<file path="src/rtl/tmds_period_ctrl_pkg.sv">
// Shared TMDS constants: control tokens, guard-band symbols, period encoding
// and the layout of one delay-line word.
package tmds_period_ctrl_pkg;

    typedef enum logic [1:0] {
        PERIOD_CTRL  = 2'd0,
        PERIOD_PRE   = 2'd1,
        PERIOD_GUARD = 2'd2,
        PERIOD_VIDEO = 2'd3
    } period_t;

    localparam logic [9:0] CTL_TOKEN_00 = 10'b1101010100;
    localparam logic [9:0] CTL_TOKEN_01 = 10'b0010101011;
    localparam logic [9:0] CTL_TOKEN_10 = 10'b0101010100;
    localparam logic [9:0] CTL_TOKEN_11 = 10'b1010101011;

    localparam logic [9:0] GUARD_CH0 = 10'b1011001100;
    localparam logic [9:0] GUARD_CH1 = 10'b0100110011;
    localparam logic [9:0] GUARD_CH2 = 10'b1011001100;

    // de sits in the MSB so the delay line can tap it per stage
    typedef struct packed {
        logic       de;
        logic       hsync;
        logic       vsync;
        logic [9:0] ch2;
        logic [9:0] ch1;
        logic [9:0] ch0;
    } dly_word_t;

    function automatic logic [9:0] ctl_token(input logic [1:0] ctl);
        logic [9:0] tok;
        case (ctl)
            2'b00:   tok = CTL_TOKEN_00;
            2'b01:   tok = CTL_TOKEN_01;
            2'b10:   tok = CTL_TOKEN_10;
            default: tok = CTL_TOKEN_11;
        endcase
        return tok;
    endfunction

endpackage

</file>
<file path="src/rtl/tmds_period_ctrl_if.sv">
// Pixel-side bundle: timing/encoder inputs and the per-slot serialiser symbols.
interface tmds_period_ctrl_if;
    logic       de_in;
    logic       hsync_in;
    logic       vsync_in;
    logic [9:0] ch0_enc;
    logic [9:0] ch1_enc;
    logic [9:0] ch2_enc;
    logic [9:0] ch0_sym;
    logic [9:0] ch1_sym;
    logic [9:0] ch2_sym;
    logic [1:0] period;
    logic       short_blank;

    modport master (
        output de_in, hsync_in, vsync_in, ch0_enc, ch1_enc, ch2_enc,
        input  ch0_sym, ch1_sym, ch2_sym, period, short_blank
    );

    modport slave (
        input  de_in, hsync_in, vsync_in, ch0_enc, ch1_enc, ch2_enc,
        output ch0_sym, ch1_sym, ch2_sym, period, short_blank
    );
endinterface

</file>
<file path="src/rtl/tmds_period_ctrl_sym_delay_line.sv">
// Synchronously cleared shift register; also exposes one chosen bit of every
// stage so the caller can see whether anything of interest is in flight.
module sym_delay_line #(
    parameter int WIDTH = 8,
    parameter int DEPTH = 4,
    parameter int TAP   = WIDTH - 1
) (
    input  logic             clk,
    input  logic             rst,
    input  logic [WIDTH-1:0] data_in,
    output logic [WIDTH-1:0] data_out,
    output logic [DEPTH-1:0] taps
);

    logic [WIDTH-1:0] stage [DEPTH];

    always_ff @(posedge clk) begin
        if (rst) begin
            for (int i = 0; i < DEPTH; i++) stage[i] <= '0;
        end else begin
            stage[0] <= data_in;
            for (int i = 1; i < DEPTH; i++) stage[i] <= stage[i-1];
        end
    end

    always_comb begin
        taps = '0;
        for (int i = 0; i < DEPTH; i++) taps[i] = stage[i][TAP];
    end

    assign data_out = stage[DEPTH-1];

endmodule

</file>
<file path="src/rtl/tmds_period_ctrl.sv">
// Per-pixel-clock TMDS slot scheduler: delays video by PRE_LEN+GB_LEN so the
// preamble and guard band can be inserted ahead of each active line.
module tmds_period_ctrl
    import tmds_period_ctrl_pkg::*;
#(
    parameter int PRE_LEN   = 8,
    parameter int GB_LEN    = 2,
    parameter int HDMI_MODE = 1
) (
    input  logic               sys_clk,
    input  logic               sys_rst,
    tmds_period_ctrl_if.slave  bus
);

    localparam int DLY     = PRE_LEN + GB_LEN;
    localparam int CNT_MAX = (PRE_LEN > GB_LEN) ? PRE_LEN : GB_LEN;
    localparam int CNT_W   = $clog2(CNT_MAX + 1);
    localparam bit HDMI_ON = (HDMI_MODE != 0);

    logic [$bits(dly_word_t)-1:0] word_in;
    logic [$bits(dly_word_t)-1:0] word_raw;
    dly_word_t                    word_out;
    logic [DLY-1:0]               de_taps;

    assign word_in  = {bus.de_in, bus.hsync_in, bus.vsync_in,
                       bus.ch2_enc, bus.ch1_enc, bus.ch0_enc};
    assign word_out = dly_word_t'(word_raw);

    sym_delay_line #(
        .WIDTH ($bits(dly_word_t)),
        .DEPTH (DLY)
    ) u_delay (
        .clk      (sys_clk),
        .rst      (sys_rst),
        .data_in  (word_in),
        .data_out (word_raw),
        .taps     (de_taps)
    );

    period_t          state, next_state;
    logic [CNT_W-1:0] cnt, cnt_next;
    logic             de_prev;
    logic             short_blank_q, short_blank_set;
    logic [9:0]       sym0_q, sym1_q, sym2_q;
    logic [9:0]       sym0_n, sym1_n, sym2_n;
    logic             line_start, line_empty;

    assign line_start = bus.de_in & ~de_prev;
    assign line_empty = ~|de_taps;

    // state holds the period of the slot currently on the outputs, so the
    // output registers are loaded from next_state
    always_ff @(posedge sys_clk) begin
        if (sys_rst) begin
            state         <= PERIOD_CTRL;
            cnt           <= '0;
            de_prev       <= 1'b1;
            short_blank_q <= 1'b0;
            sym0_q        <= CTL_TOKEN_00;
            sym1_q        <= CTL_TOKEN_00;
            sym2_q        <= CTL_TOKEN_00;
        end else begin
            state         <= next_state;
            cnt           <= cnt_next;
            de_prev       <= bus.de_in;
            short_blank_q <= short_blank_q | short_blank_set;
            sym0_q        <= sym0_n;
            sym1_q        <= sym1_n;
            sym2_q        <= sym2_n;
        end
    end

    // de_prev resets high so a line already running at reset release is not
    // mistaken for a fresh line and given a partial preamble
    always_comb begin
        next_state      = state;
        cnt_next        = cnt;
        short_blank_set = HDMI_ON && line_start &&
                          (!line_empty || state != PERIOD_CTRL);
        case (state)
            PERIOD_CTRL: begin
                if (word_out.de) begin
                    next_state = PERIOD_VIDEO;
                end else if (HDMI_ON && line_start && line_empty) begin
                    next_state = PERIOD_PRE;
                    cnt_next   = CNT_W'(PRE_LEN - 1);
                end
            end
            PERIOD_PRE: begin
                if (cnt == '0) begin
                    next_state = PERIOD_GUARD;
                    cnt_next   = CNT_W'(GB_LEN - 1);
                end else begin
                    cnt_next = cnt - CNT_W'(1);
                end
            end
            PERIOD_GUARD: begin
                if (word_out.de) next_state = PERIOD_VIDEO;
                else if (cnt != '0) cnt_next = cnt - CNT_W'(1);
            end
            default: begin
                if (!word_out.de) next_state = PERIOD_CTRL;
            end
        endcase
    end

    always_comb begin
        sym0_n = ctl_token({word_out.vsync, word_out.hsync});
        sym1_n = CTL_TOKEN_00;
        sym2_n = CTL_TOKEN_00;
        case (next_state)
            PERIOD_PRE: begin
                sym1_n = CTL_TOKEN_01;
            end
            PERIOD_GUARD: begin
                sym0_n = GUARD_CH0;
                sym1_n = GUARD_CH1;
                sym2_n = GUARD_CH2;
            end
            PERIOD_VIDEO: begin
                sym0_n = word_out.ch0;
                sym1_n = word_out.ch1;
                sym2_n = word_out.ch2;
            end
            default: ;
        endcase
    end

    assign bus.ch0_sym     = sym0_q;
    assign bus.ch1_sym     = sym1_q;
    assign bus.ch2_sym     = sym2_q;
    assign bus.period      = state;
    assign bus.short_blank = short_blank_q;

endmodule

</file>
<file path="src/flat_wrapper.sv">
// flat-port wrapper written by rule: the top's interface ports become plain ports
module tmds_period_ctrl_flat import tmds_period_ctrl_pkg::*;
#(
    parameter int PRE_LEN   = 8,
    parameter int GB_LEN    = 2,
    parameter int HDMI_MODE = 1
)
  (sys_clk, sys_rst, bus_de_in, bus_hsync_in, bus_vsync_in, bus_ch0_enc, bus_ch1_enc, bus_ch2_enc, bus_ch0_sym, bus_ch1_sym, bus_ch2_sym, bus_period, bus_short_blank);
  tmds_period_ctrl_if bus_i ();
  input  logic sys_clk;
  input  logic sys_rst;
  input wire logic [$bits(bus_i.de_in)-1:0] bus_de_in;
  input wire logic [$bits(bus_i.hsync_in)-1:0] bus_hsync_in;
  input wire logic [$bits(bus_i.vsync_in)-1:0] bus_vsync_in;
  input wire logic [$bits(bus_i.ch0_enc)-1:0] bus_ch0_enc;
  input wire logic [$bits(bus_i.ch1_enc)-1:0] bus_ch1_enc;
  input wire logic [$bits(bus_i.ch2_enc)-1:0] bus_ch2_enc;
  output wire logic [$bits(bus_i.ch0_sym)-1:0] bus_ch0_sym;
  output wire logic [$bits(bus_i.ch1_sym)-1:0] bus_ch1_sym;
  output wire logic [$bits(bus_i.ch2_sym)-1:0] bus_ch2_sym;
  output wire logic [$bits(bus_i.period)-1:0] bus_period;
  output wire logic [$bits(bus_i.short_blank)-1:0] bus_short_blank;
  assign bus_i.de_in = bus_de_in;
  assign bus_i.hsync_in = bus_hsync_in;
  assign bus_i.vsync_in = bus_vsync_in;
  assign bus_i.ch0_enc = bus_ch0_enc;
  assign bus_i.ch1_enc = bus_ch1_enc;
  assign bus_i.ch2_enc = bus_ch2_enc;
  assign bus_ch0_sym = bus_i.ch0_sym;
  assign bus_ch1_sym = bus_i.ch1_sym;
  assign bus_ch2_sym = bus_i.ch2_sym;
  assign bus_period = bus_i.period;
  assign bus_short_blank = bus_i.short_blank;
  tmds_period_ctrl #(.PRE_LEN(PRE_LEN), .GB_LEN(GB_LEN), .HDMI_MODE(HDMI_MODE)) u_core (.sys_clk(sys_clk), .sys_rst(sys_rst), .bus(bus_i));
endmodule
</file>
<file path="config.mk">
export PLATFORM = sky130hd
export DESIGN_NAME = tmds_period_ctrl_flat
export DESIGN_NICKNAME = d
export VERILOG_FILES = /design/src/rtl/tmds_period_ctrl_pkg.sv /design/src/rtl/tmds_period_ctrl_if.sv /design/src/rtl/tmds_period_ctrl_sym_delay_line.sv /design/src/rtl/tmds_period_ctrl.sv /design/src/flat_wrapper.sv
export SDC_FILE = /design/constraint.sdc
export NUM_CORES = 1
export LEC_CHECK = 0
export CAP_MARGIN = 20
export CELL_PAD_IN_SITES_DETAIL_PLACEMENT = 1
export CELL_PAD_IN_SITES_GLOBAL_PLACEMENT = 2
export CORE_UTILIZATION = 28
export CTS_CLUSTER_SIZE = 28
export DETAILED_ROUTE_END_ITERATION = 16
export GPL_TIMING_DRIVEN = 0
export PLACE_DENSITY_LB_ADDON = 0.15
export SLEW_MARGIN = 10
export SYNTH_ARGS = -nofsm -noshare
export SYNTH_HDL_FRONTEND = slang
export SYNTH_SLANG_ARGS = --single-unit
</file>
<file path="constraint.sdc">
create_clock -name sys_clk -period 5.54 [get_ports sys_clk]
set_clock_uncertainty 0.15 [all_clocks]
set_input_delay 1.108 -clock sys_clk [delete_from_list [all_inputs] [get_ports sys_clk]]
set_output_delay 1.108 -clock sys_clk [all_outputs]
set_load 0.02 [all_outputs]
</file>
# Word level (Yosys, flattened, before mapping)
# Memory sizes are Yosys's and may differ from the RTL's.
# Cells that the tools add are included.
# op_classes
n_addsub	1
mul	0
n_div	0
order_cmp	0
eq_ne	11
shifts	0
n_mux	29
n_bitwise	13
reduce_logical	12
# ops
op	n
33-bit 2-to-1 mux	10
10-bit case mux with 3 select lines	2
10-bit case mux with 2 select lines	2
4-bit 2-to-1 mux	5
4-bit case mux with 3 select lines	1
1-bit OR	11
2-bit 2-to-1 mux	5
10-bit OR reduction	1
2-bit equality test, second input constant	4
2-bit by 1-bit equality test with 1-bit output, second input constant	3
2-bit case mux with 3 select lines	1
5-bit AND reduction	1
2-bit logical NOT	2
4-bit logical NOT	1
2-bit by 1-bit inequality test with 1-bit output, second input constant	2
2-bit inequality test, second input constant	2
4-bit nonzero test	1
4-bit by 1-bit subtractor with 4-bit output, second input constant	1
1-bit 2-to-1 mux	3
3-bit nonzero test	1
1-bit logical AND	2
2-bit nonzero test	1
1-bit bitwise AND	1
1-bit logical NOT	1
other kinds (2)	2
# word_totals
reg_bits	38
latch_bits	0
mem_bits_rw	330
rom_bits	0
wordCells	74
memories	1
# memory_table
memory	depth	word_bits	rd	rd_ports_with_merged_regs	wr	line	rtl
u_core.u_delay.stage	10	33	10	0	10	tmds_period_ctrl_sym_delay_line.sv:15	logic [WIDTH-1:0] stage [DEPTH];

# Longest topological paths before layout
# Gate-level depths: netlist of the first run.
# depth
ltp_word	8
depth_mapped	8

# Hierarchy
# Synthesis of the first run repeated with hierarchy kept, for this count alone.
# unflattened
cells_unflattened	901
area_unflattened_um2	11504.8
# by_module_without_submodules
mod	instances	cells_each	area_each_um2	seq_area_each_um2
sym_delay_line	1	740	9958.3	6606.3
tmds_period_ctrl	1	161	1546.5	760.7

# Least setup slack after synthesis of the first run
# Ideal clock, no wire load.
# synth_path
path_kind	input -> register
start	input port bus_de_in
end	register u_core.cnt[2]
setup_time_ps	117
arrival_time_ps	2333
required_time_ps	5273
setup_slack_ps	2939
cell_stages	5
path_buffers	0
path_cell_list	nor2b_1 nand4_2 a221oi_4 o21ai_0 a32o_1
# synth_between
elab_chain_len	4
# synth_lines
element	line	rtl
from (decl)	flat_wrapper.sv:12	input wire logic [$bits(bus_i.de_in)-1:0] bus_de_in;
1-bit bitwise AND	tmds_period_ctrl.sv:48	assign line_start = bus.de_in & ~de_prev;
1-bit logical AND	tmds_period_ctrl.sv:84	end else if (HDMI_ON && line_start && line_empty) begin
2-bit by 1-bit inequality test with 1-bit output (no line)	n/a	
5-bit AND reduction (no line)	n/a	
to (signal assigned)	tmds_period_ctrl.sv:64	cnt <= cnt_next;
to (decl)	tmds_period_ctrl.sv:41	logic [CNT_W-1:0] cnt, cnt_next;
# No other way between the ends.
# A chain may end at the register's enable or synchronous reset.

# Final worst setup path of the first run
# layout_path
start	input port bus_de_in
end	register u_core.sym2_q[9] (netlist: u_core.bus.ch2_sym[9])
# layout_between
elab_chain_len	7
word_cells_on_any_way	8
# layout_lines
element	line	rtl
1-bit bitwise AND (*)	tmds_period_ctrl.sv:48	
1-bit logical AND (*)	tmds_period_ctrl.sv:84	
2-bit 2-to-1 mux (*)	tmds_period_ctrl.sv:84	
2-bit 2-to-1 mux (*)	tmds_period_ctrl.sv:82	if (word_out.de) begin
2-bit case mux with 3 select lines (*)	tmds_period_ctrl.sv:80	case (state)
2-bit equality test	tmds_period_ctrl.sv:111	case (next_state)
10-bit case mux with 2 select lines (*)	tmds_period_ctrl.sv:111	
to (signal assigned)	tmds_period_ctrl.sv:69	sym2_q <= sym2_n;
to (decl)	tmds_period_ctrl.sv:44	logic [9:0] sym0_q, sym1_q, sym2_q;
# Every way passes the cells marked *; elsewhere a longest branch is shown, timed or not.

==> metrics.cfg, run 1 <==
[timing]
final-hold-violation-count=0
postLayoutSetupSlackWorst_ps=2580
setup_viol_count_final=0
tns_ps=0
max_slew_margin=0.518
tightest_slew_ps=714
post_route_clock_period_utilization=0.535
timing_max_transition_violations_final=0
finalCriticalPeriod_ps=2960
timing.fmax_mhz=337
rsz0062_at_grt=no

[power_and_ir_drop]
power_frac_comb=0.037
internal_power_mw=4.29
power.ir.vdd_worst_uv=176
power_switching_mw=1.13
power_leakage_nw=4.96
netSwitchingFraction=0.208
pwrdens_nw_per_um2=417
share_clk_of_total_power=0.463
power.total_mw=5.42
sequentialPowerShare=0.500

[setup_path]
worstSetupPathType=in2reg
worst_setup_path_startpoint=bus_de_in
cp_slowest_cell=sky130_fd_sc_hd__clkdlybuf4s50_1
worst_setup_path_end_kind=flip-flop
crit_path_cell_trace=clkdlybuf4s50_1 -> nor2b_1 -> nand4_2 -> o21ai_2 -> o211ai_2 -> or3_1
arrival_time_at_the_worst_endpoint_ps=3200
setup.reg_to_reg.worst_slack_ps=2800
top_family_by_delay_on_critical_path=simple AND/OR/NAND/NOR gates
path_max_fanout=8
number_of_cells_on_the_worst_reg_to_reg_path=7
setup.worst_path.start_class=input port
rr_endpoint=u_core.bus.ch2_sym[9]
r2r-start=u_core.bus.period[0]
timing.critical_path.slowest_cell_delay_ps=480
wp_data_required_ps=5780
crit_buf_inv=1

[synthesis]
ys_ff_latch=368
yosys.area.top_type_share=0.703
synth_enable_flop_cells=0
syn_area_per_cell_um2=12.1
synth_top_cell_by_area=sky130_fd_sc_hd__dfxtp_1
post_synth_instance_area_um2=10500
number_of_nets_produced_by_synthesis=909
synth_top_cells_by_area=sky130_fd_sc_hd__dfxtp_1 70%, sky130_fd_sc_hd__nor2b_1 20%, sky130_fd_sc_hd__clkbuf_1 1.4%
sequential_area_share_after_synthesis=0.703
synthArstFlopShare=0
synth-main-ff-cell=sky130_fd_sc_hd__dfxtp_1
synth.distinct_cells=45
synth-warning-count=0
netlist_instances=864

[die]
floorplan.die_area_um2=38200
core_region_area_um2=36700
placement_rows=70
floorplan.die.width_um=196
floorplan.initialDensity=0.286
num_io_pins=68
die_height_um=196

[final_layout]
drive_gt1_frac=0.0788
final_net_count=1017
antenna_diode_count=0
syn_to_final_growth_pct=24.1

[clock_network]
cts_num_sinks=368
clock_insertion_delay_worst_skew_ps=530
clkTransAtPathRegs_ps=60
cts_tree=done
cts.htree.levels=2
post_cts_resize_count=0
cts_inserted_buffers=40
cts-root-to-sink-buffers=3
holdBufCountCts=0
cts_setup_buffers=0
root_buffer=sky130_fd_sc_hd__clkbuf_16

[grt]
grt_pass1_vias=5499
groute.usage.overall=0.0906
grt_remaining_overflow=0
initial_antenna_violation_count=0
global_route_wire_length_before_repair_mm=27.6
grt_start_max_net_pins=14

[place]
minimum_setup_slack_after_placement_ps=2010
gp_congestion=0.714
dp_hpwl_mm=11.9
port_buffers=66

[detailed_routing]
wl_per_cell_um=11.4
route.antenna.remaining_nets=0
initialDrtViolationCount=75
drcViolationCount=0
drt_wl_total_mm=16.7
drt_first_pass_iters=4
vias_per_cell=3.71
total_vias_in_the_final_route=5458

[hold_path]
hp-start=u_core.u_delay.stage[6][0]
holdCritPathClass=reg2reg
worst_hold_path.num_cells=1
hold_end=u_core.u_delay.stage[7][0]

[run_status]
run_status=completed

[run]
maxCapViolations=0

## power by group through the flow
stage	clock network, mW	registers, mW	logic, mW
CTS	2.62	2.71	0.209
finish	2.51	2.71	0.201
detailed placement	0	2.77	0.208
global placement	0	2.77	0.207
floorplan	0	2.78	0.112
global route	2.72	2.72	0.226
## state kept, by name, summed over array words and instances (netlist names)
signal,count
u_core.bus.ch0_sym,10
u_core.bus.period,2
u_core.u_delay.stage,330
u_core.cnt,4
u_core.bus.ch2_sym,10
u_core.bus.short_blank,1
u_core.de_prev,1
u_core.bus.ch1_sym,10
## logic make-up (layout without fill, tap and decap cells)
logic type / Yosys count / count (layout) / synth area share
DFF: 368 / 368 / 0.703
AOI/OAI and AO/OA: 47 / 47 / 0.0381
buffers and inverters: 57 / 195 / 0.0211
and+or+nand+nor: 380 / 380 / 0.224
muxes: 2 / 2 / 0.00191
adders and majority gates: 10 / 10 / 0.0119
## Yosys cell counts (3+ instances only)
cell type,count
sky130_fd_sc_hd__o21ai_0,7
sky130_fd_sc_hd__or3_1,3
sky130_fd_sc_hd__inv_1,16
sky130_fd_sc_hd__a211oi_1,3
sky130_fd_sc_hd__a21oi_1,5
sky130_fd_sc_hd__nor2_1,10
sky130_fd_sc_hd__o32ai_1,3
sky130_fd_sc_hd__dfxtp_1,368
sky130_fd_sc_hd__nand3_1,3
sky130_fd_sc_hd__o21a_1,6
sky130_fd_sc_hd__a211o_1,4
sky130_fd_sc_hd__nor2b_1,333
sky130_fd_sc_hd__nand2_1,13
sky130_fd_sc_hd__and3_1,3
sky130_fd_sc_hd__ha_1,10
sky130_fd_sc_hd__clkbuf_1,40
## metal layers
| metal | part of all wire | track usage |
|---|---|---|
| met1 | 0.44 | 0.103 |
| met2 | 0.48 | 0.156 |
| met3 | 0.052 | 0.0259 |
| met4 | 0.032 | 0.0443 |
| met5 | 0 | 0 |
## placed cells by master, fill, tap and decap left out, types with 3 or more instances in the layout
cell type,n
sky130_fd_sc_hd__a211o_1,4
sky130_fd_sc_hd__a211oi_1,3
sky130_fd_sc_hd__a21oi_1,5
sky130_fd_sc_hd__and3_1,3
sky130_fd_sc_hd__clkbuf_1,48
sky130_fd_sc_hd__clkbuf_16,40
sky130_fd_sc_hd__clkbuf_8,13
sky130_fd_sc_hd__clkdlybuf4s50_1,66
sky130_fd_sc_hd__clkinv_2,8
sky130_fd_sc_hd__dfxtp_1,368
sky130_fd_sc_hd__ha_1,10
sky130_fd_sc_hd__inv_1,16
sky130_fd_sc_hd__nand2_1,13
sky130_fd_sc_hd__nand3_1,3
sky130_fd_sc_hd__nor2_1,10
sky130_fd_sc_hd__nor2b_1,333
sky130_fd_sc_hd__o21a_1,6
sky130_fd_sc_hd__o21ai_0,7
sky130_fd_sc_hd__o32ai_1,3
sky130_fd_sc_hd__or3_1,3
## stage by stage
step	instance area [µm²]	utilization	hold WS, ps	std cells
after floorplan	10500	-	241	864
after global placement	11700	0.320	276	1398
after detailed placement	11700	0.320	275	1398
after CTS	13000	0.355	282	1470
after global routing	13000	0.355	294	1470
final	13000	0.355	279	1470
## how the worst max path moves through the flow
| stage | slack [ps] | endpoint | cells after the start |
|---|---|---|---|
| after global routing | 2390 | u_core.bus.ch2_sym[9] | 6 |
| after CTS | 2560 | u_core.bus.ch2_sym[9] | 6 |
| after floorplan | 2940 | u_core.cnt[2] | 5 |
| after global placement | 2020 | u_core.bus.ch2_sym[9] | 6 |
| after detailed placement | 2010 | u_core.bus.ch2_sym[9] | 6 |
| final | 2580 | u_core.bus.ch2_sym[9] | 6 |
## cell type report
class                   instances  area [µm²]
inverters                      16        60.1
fillers                      3937       23700
well taps                     468         586
multi-input cells             439        2900
clock inverters                11        72.6
plain buffers                  41         161
repair buffers                 66         661
flip-flops and latches        368        7370
clock buffers                  61        1210
Power figures use the tool's default switching activity.
==> inputs of run 2 (changes only) <==
- clock period: 5.54 -> 2.52 ns (I/O delays scaled with it)
==> run 2 against run 1 <==
  * Sequential share of layout area down 0.31 points
  * Final area rose by 0.58%
  * First-iteration DRC count is 1.3% lower
  * Flip-flop and latch count did not move
  * Highest routed layer unchanged
  * Combinational power rose by 130%
  * Clock power rose by 120%
  * Sequential power grew 120%
  * Wire length hardly changed
==> metrics.cfg, run 2 (synthesis results as in run 1) <==
[run_status]
run_status=completed

[detailed_routing]
initialDrtViolationCount=74  ; -1.3%
drt_first_pass_iters=4  ; unchanged
route.antenna.remaining_nets=0  ; unchanged
drt_wl_total_mm=16.7  ; about the same
total_vias_in_the_final_route=5461  ; +0.055%
wl_per_cell_um=11.4  ; about the same
vias_per_cell=3.71  ; about the same
drcViolationCount=0  ; unchanged

[timing]
timing_max_transition_violations_final=0  ; unchanged
final-hold-violation-count=0  ; unchanged
tightest_slew_ps=714  ; +0.0701 ps
rsz0062_at_grt=yes
setup_viol_count_final=0  ; unchanged
post_route_clock_period_utilization=0.955
finalCriticalPeriod_ps=2410
timing.fmax_mhz=416
max_slew_margin=0.524  ; +0.00622
whs_ps=279  ; -0.549 ps

[die]
num_io_pins=68  ; unchanged
floorplan.die_area_um2=38200  ; unchanged
floorplan.die.width_um=196  ; unchanged
die_height_um=196  ; unchanged
core_region_area_um2=36700  ; unchanged
placement_rows=70  ; unchanged
floorplan.initialDensity=0.286  ; unchanged

[hold_path]
hold_end=u_core.u_delay.stage[7][0]
holdCritPathClass=reg2reg
hp-start=u_core.u_delay.stage[6][0]
worst_hold_path.num_cells=1  ; unchanged

[clock_network]
cts.htree.levels=2  ; unchanged
clkTransAtPathRegs_ps=60  ; about the same
cts_num_sinks=368  ; unchanged
cts-root-to-sink-buffers=3  ; unchanged
clock_insertion_delay_worst_skew_ps=530  ; about the same
root_buffer=sky130_fd_sc_hd__clkbuf_16
cts_inserted_buffers=40  ; unchanged
cts_tree=done

[power_and_ir_drop]
pwrdens_nw_per_um2=912  ; +120%
power_leakage_nw=4.98  ; +0.37%
power.total_mw=11.9  ; +120%
power.ir.vdd_worst_uv=386  ; +120%

[grt]
grt_start_max_net_pins=14  ; unchanged
global_route_wire_length_before_repair_mm=27.6  ; unchanged
grt_remaining_overflow=0  ; unchanged
initial_antenna_violation_count=0  ; unchanged
groute.usage.overall=0.0906  ; about the same
grt_pass1_vias=5503  ; +0.073%

[final_layout]
final_net_count=1019  ; +0.20%
antenna_diode_count=0  ; unchanged
final_design_area_no_fill_um2=13100  ; +0.58%
registers.top_by_ff_count=u_core.u_delay.stage
fin_cells=1472  ; +0.14%
syn_to_final_growth_pct=24.8
drive_gt1_frac=0.0886  ; +0.00980
mostFrequentLayoutCell=sky130_fd_sc_hd__dfxtp_1
area_used_by_multi_input_combinational_logic_um2=2960  ; +2.0%
largest_register_ffs=330  ; unchanged
sequential_cell_area_um2=7370  ; about the same
most-common-layout-cells=366 x sky130_fd_sc_hd__dfxtp_1, 332 x sky130_fd_sc_hd__nor2b_1, 66 x sky130_fd_sc_hd__clkdlybuf4s50_1, 48 x sky130_fd_sc_hd__clkbuf_1, 40 x sky130_fd_sc_hd__clkbuf_16
fillers=3934  ; -0.076%

[place]
dpl.cell_count=1398  ; unchanged
dp_hpwl_mm=11.9  ; unchanged
detailed_place.area_um2=11700  ; unchanged
port_buffers=66  ; unchanged
gp_congestion=0.714  ; unchanged

[run]
maxCapViolations=0  ; unchanged

[setup_path]
worstSetupPathType=reg2reg
path_max_fanout=6  ; -2
wp_data_required_ps=2790  ; -2990 ps
number_of_cells_on_the_worst_reg_to_reg_path=8  ; +1
setup.reg_to_reg.worst_slack_ps=110  ; -2690 ps
rr_endpoint=u_core.bus.ch0_sym[4]
worst_setup_path_end_kind=flip-flop
arrival_time_at_the_worst_endpoint_ps=2670  ; -530 ps
r2r-start=u_core.bus.period[0]
setup.worst_path.start_class=flip-flop

## run 2: cell count changes in the layout (fill, tap and decap cells not counted), sizes merged
cell | previous run | this run
buf | 1 | 3
## run 2: cell type report
type / instances / share of cell area
sequential: 368 / 0.563
multi-input combinational: 439 / 0.226
clock buffer: 61 / 0.0924
timing repair buffer: 68 / 0.0516
tap: 468 / 0.0447
buffer: 41 / 0.0123
clock inverter: 11 / 0.00554
inverter: 16 / 0.00459
## run 2: power breakdown
part           total (mW)  leakage [nW]  switching [mW]  internal, mW
sequential           5.97          2.99          0.0317          5.93
clock                5.51         0.639            2.20          3.31
combinational       0.459          1.36           0.256         0.203
total                11.9          4.98            2.49          9.45
## run 2: critical path, stage by stage (launching register included)
cell and delay (ps):
sky130_fd_sc_hd__dfxtp_2 410, sky130_fd_sc_hd__inv_1 90, sky130_fd_sc_hd__ha_1 290, sky130_fd_sc_hd__or2_2 370
sky130_fd_sc_hd__a21oi_2 210, sky130_fd_sc_hd__o21a_2 220, sky130_fd_sc_hd__a211oi_4 60, sky130_fd_sc_hd__buf_4 160
sky130_fd_sc_hd__a221o_1 330
## run 2: how the worst max path moves through the flow
stage	slack (ps)	to	cells past startpoint	startpoint
after floorplan	150	u_core.bus.ch1_sym[9]	8	u_core.bus.period[0]
after global placement	-400	u_core.bus.ch2_sym[9]	6	bus_de_in
after detailed placement	-410	u_core.bus.ch2_sym[9]	6	bus_de_in
after CTS	20	u_core.bus.ch2_sym[9]	6	bus_de_in
after global routing	-5	u_core.bus.ch0_sym[4]	8	u_core.bus.period[0]
final	110	u_core.bus.ch0_sym[4]	8	u_core.bus.period[0]
## run 2: what timing repair did
| item | in CTS | in global routing |
|---|---|---|
| hold buffers | 0 | 0 |
| setup endpoints to repair | 16 | 15 |
| setup buffers | 1 | 1 |
| pin swaps | 1 | 1 |
| resized for setup | 6 | 6 |
## run 2: layer usage
metal / share of wire / up-vias / track usage / wire length, µm
li1: - / 2926 / - / -
met1: 0.44 / 2383 / 0.103 / 7350
met2: 0.47 / 106 / 0.156 / 7940
met3: 0.052 / 46 / 0.0259 / 868
met4: 0.035 / 0 / 0.0443 / 588
met5: 0 / - / 0 / 0
## run 2: per-stage QoR
stage / setup slack, ps / util / setup TNS (ps)
3_5_place_dp: -408 / 0.320 / -7540
6_report: 113 / 0.357 / 0
5_1_grt: -5.08 / 0.357 / -5.08
4_1_cts: 22.8 / 0.356 / 0
2_1_floorplan: 150 / - / 0
3_3_place_gp: -397 / 0.320 / -7750
==> inputs of run 3 (changes only) <==
- CELL_PAD_IN_SITES_DETAIL_PLACEMENT: 1 -> default
- CELL_PAD_IN_SITES_GLOBAL_PLACEMENT: 2 -> default
==> run 3 against run 2 <==
  * Utilization increased by 0.072 points
  * Clock-buffer cell count decreased by 3
  * Final area increased by 0.20%
  * Flip-flop and latch count unchanged
  * Combinational power about the same
  * Wire length decreased by 7.6%
  * Register-to-register slack about the same
  * Setup slack improved by 3.1 ps
  * Critical path type unchanged
  * Highest routed layer unchanged
==> metrics.cfg, run 3 (synthesis results as in run 1) <==
[run_status]
run_status=completed

[detailed_routing]
vias_per_cell=3.62  ; -2.5%
route.antenna.remaining_nets=0  ; unchanged
total_vias_in_the_final_route=5309  ; -2.8%
wl_per_cell_um=10.5  ; -7.3%
initialDrtViolationCount=136  ; +84%
drt_wl_total_mm=15.5  ; -7.6%
drt_first_pass_iters=4  ; unchanged
drcViolationCount=0  ; unchanged

[setup_path]
setup.worst_path.start_class=flip-flop
timing.critical_path.slowest_cell_delay_ps=400  ; about the same
rr_endpoint=u_core.bus.ch2_sym[0]
path_max_fanout=10  ; +4
number_of_cells_on_the_worst_reg_to_reg_path=8  ; unchanged
worstSetupPathType=reg2reg
arrival_time_at_the_worst_endpoint_ps=2690  ; +20 ps
crit_path_cell_trace=inv_1 -> ha_2 -> or2_2 -> nand3b_1 -> a41o_1 -> a211oi_4 -> buf_6 -> and3_1
worst_setup_path_end_kind=flip-flop
top_family_by_delay_on_critical_path=compound AO/OA/AOI/OAI gates
r2r-start=u_core.bus.period[0]
wp_data_required_ps=2810  ; +20 ps
crit_buf_inv=2  ; unchanged
setup.reg_to_reg.worst_slack_ps=120  ; about the same
cp_slowest_cell=sky130_fd_sc_hd__a211oi_4

[grt]
grt_remaining_overflow=0  ; unchanged
grt_pass1_vias=5190  ; -5.7%
grt_start_max_net_pins=14  ; unchanged
groute.usage.overall=0.0849  ; -0.00572
global_route_wire_length_before_repair_mm=25.9  ; -6.2%
initial_antenna_violation_count=0  ; unchanged

[timing]
setup_viol_count_final=0  ; unchanged
rsz0062_at_grt=no
timing.fmax_mhz=416  ; +0.13%
whs_ps=275  ; -3.48 ps
tns_ps=0  ; unchanged
final-hold-violation-count=0  ; unchanged
max_slew_margin=0.522  ; -0.00209
post_route_clock_period_utilization=0.954  ; -0.00123
postLayoutSetupSlackWorst_ps=116  ; +3.10 ps
tightest_slew_ps=717  ; +3.13 ps
timing_max_transition_violations_final=0  ; unchanged
finalCriticalPeriod_ps=2400  ; -3.10 ps

[place]
detailed_place.area_um2=11700  ; unchanged
dpl.cell_count=1398  ; unchanged
minimum_setup_slack_after_placement_ps=-443  ; -34.7 ps
dp_hpwl_mm=10.9  ; -8.3%
gp_congestion=0.747  ; +4.6%
port_buffers=66  ; unchanged

[final_layout]
syn_to_final_growth_pct=25.1
area_used_by_multi_input_combinational_logic_um2=2970  ; +0.51%
final_design_area_no_fill_um2=13100  ; +0.20%
drive_gt1_frac=0.0850  ; -0.00365
postLayoutCoreUtil=0.357  ; +0.000716
registers.top_by_ff_count=u_core.u_delay.stage
fillers=3669  ; -6.7%
fin_cells=1468  ; -0.27%
most-common-layout-cells=367 x sky130_fd_sc_hd__dfxtp_1, 332 x sky130_fd_sc_hd__nor2b_1, 66 x sky130_fd_sc_hd__clkdlybuf4s50_1, 48 x sky130_fd_sc_hd__clkbuf_1, 39 x sky130_fd_sc_hd__clkbuf_16
sequential_cell_area_um2=7370  ; about the same
largest_register_ffs=330  ; unchanged
final_net_count=1019  ; unchanged
mostFrequentLayoutCell=sky130_fd_sc_hd__dfxtp_1
antenna_diode_count=0  ; unchanged

[clock_network]
root_buffer=sky130_fd_sc_hd__clkbuf_16
clock_insertion_delay_worst_skew_ps=520  ; about the same
cts_tree=done
clkTransAtPathRegs_ps=60  ; about the same
cts_inserted_buffers=39  ; -2.5%
cts_num_sinks=368  ; unchanged
cts.htree.levels=2  ; unchanged
cts-root-to-sink-buffers=3  ; unchanged
holdBufCountCts=0  ; unchanged

[die]
floorplan.die_area_um2=38200  ; unchanged
die_height_um=196  ; unchanged
floorplan.initialDensity=0.286  ; unchanged
floorplan.die.width_um=196  ; unchanged
num_io_pins=68  ; unchanged
placement_rows=70  ; unchanged
core_region_area_um2=36700  ; unchanged

[hold_path]
holdCritPathClass=reg2reg
hp-start=u_core.u_delay.stage[3][3]
hold_end=u_core.u_delay.stage[4][3]
worst_hold_path.num_cells=1  ; unchanged

[power_and_ir_drop]
pwrdens_nw_per_um2=913  ; +0.10%
power_leakage_nw=4.98  ; about the same
power.ir.vdd_worst_uv=378  ; -2.2%
power.total_mw=12.0  ; +0.31%

[run]
maxCapViolations=0  ; unchanged

run 3: cell types whose count changed in the layout (fill, tap and decap cells not counted), sizes merged:
cell and change:
buf +1, clkinv -4, clkbuf -3, bufinv +2
run 3: area by class of cell:
type / count / share of cell area
timing repair buffer: 69 / 0.0521
sequential: 368 / 0.562
clock buffer: 58 / 0.0882
buffer: 41 / 0.0123
inverter: 16 / 0.00458
clock inverter: 9 / 0.00992
tap: 468 / 0.0446
multi-input combinational: 439 / 0.226
run 3: worst max path at each step:
| stage | start | cells after the start | slack [ps] | end |
|---|---|---|---|---|
| after global placement | bus_de_in | 6 | -430 | u_core.bus.ch2_sym[2] |
| after floorplan | u_core.bus.period[0] | 8 | 150 | u_core.bus.ch1_sym[9] |
| final | u_core.bus.period[0] | 8 | 120 | u_core.bus.ch2_sym[0] |
| after CTS | u_core.cnt[0] | 7 | -7 | u_core.bus.ch2_sym[2] |
| after global routing | u_core.bus.period[1] | 8 | 10 | u_core.bus.ch0_sym[7] |
| after detailed placement | bus_de_in | 6 | -440 | u_core.bus.ch2_sym[2] |
run 3: routing by layer:
metal  track usage  up-vias  share of wire
met1        0.0994     2245           0.45
met3        0.0214       44          0.049
met4        0.0420        0          0.032
met2         0.144      100           0.47
met5             0        -              0
li1              -     2920              -
run 3: power breakdown:
| group | switching [mW] | internal, mW | total, mW |
|---|---|---|---|
| sequential | 0.0331 | 5.93 | 5.97 |
| combinational | 0.249 | 0.211 | 0.460 |
| clock | 2.15 | 3.39 | 5.54 |
run 3: repair_timing:
action	4_1_cts	5_1_grt
pin swaps	0	2
setup endpoints to repair	16	20
setup buffers	0	3
gates resized for setup	3	10
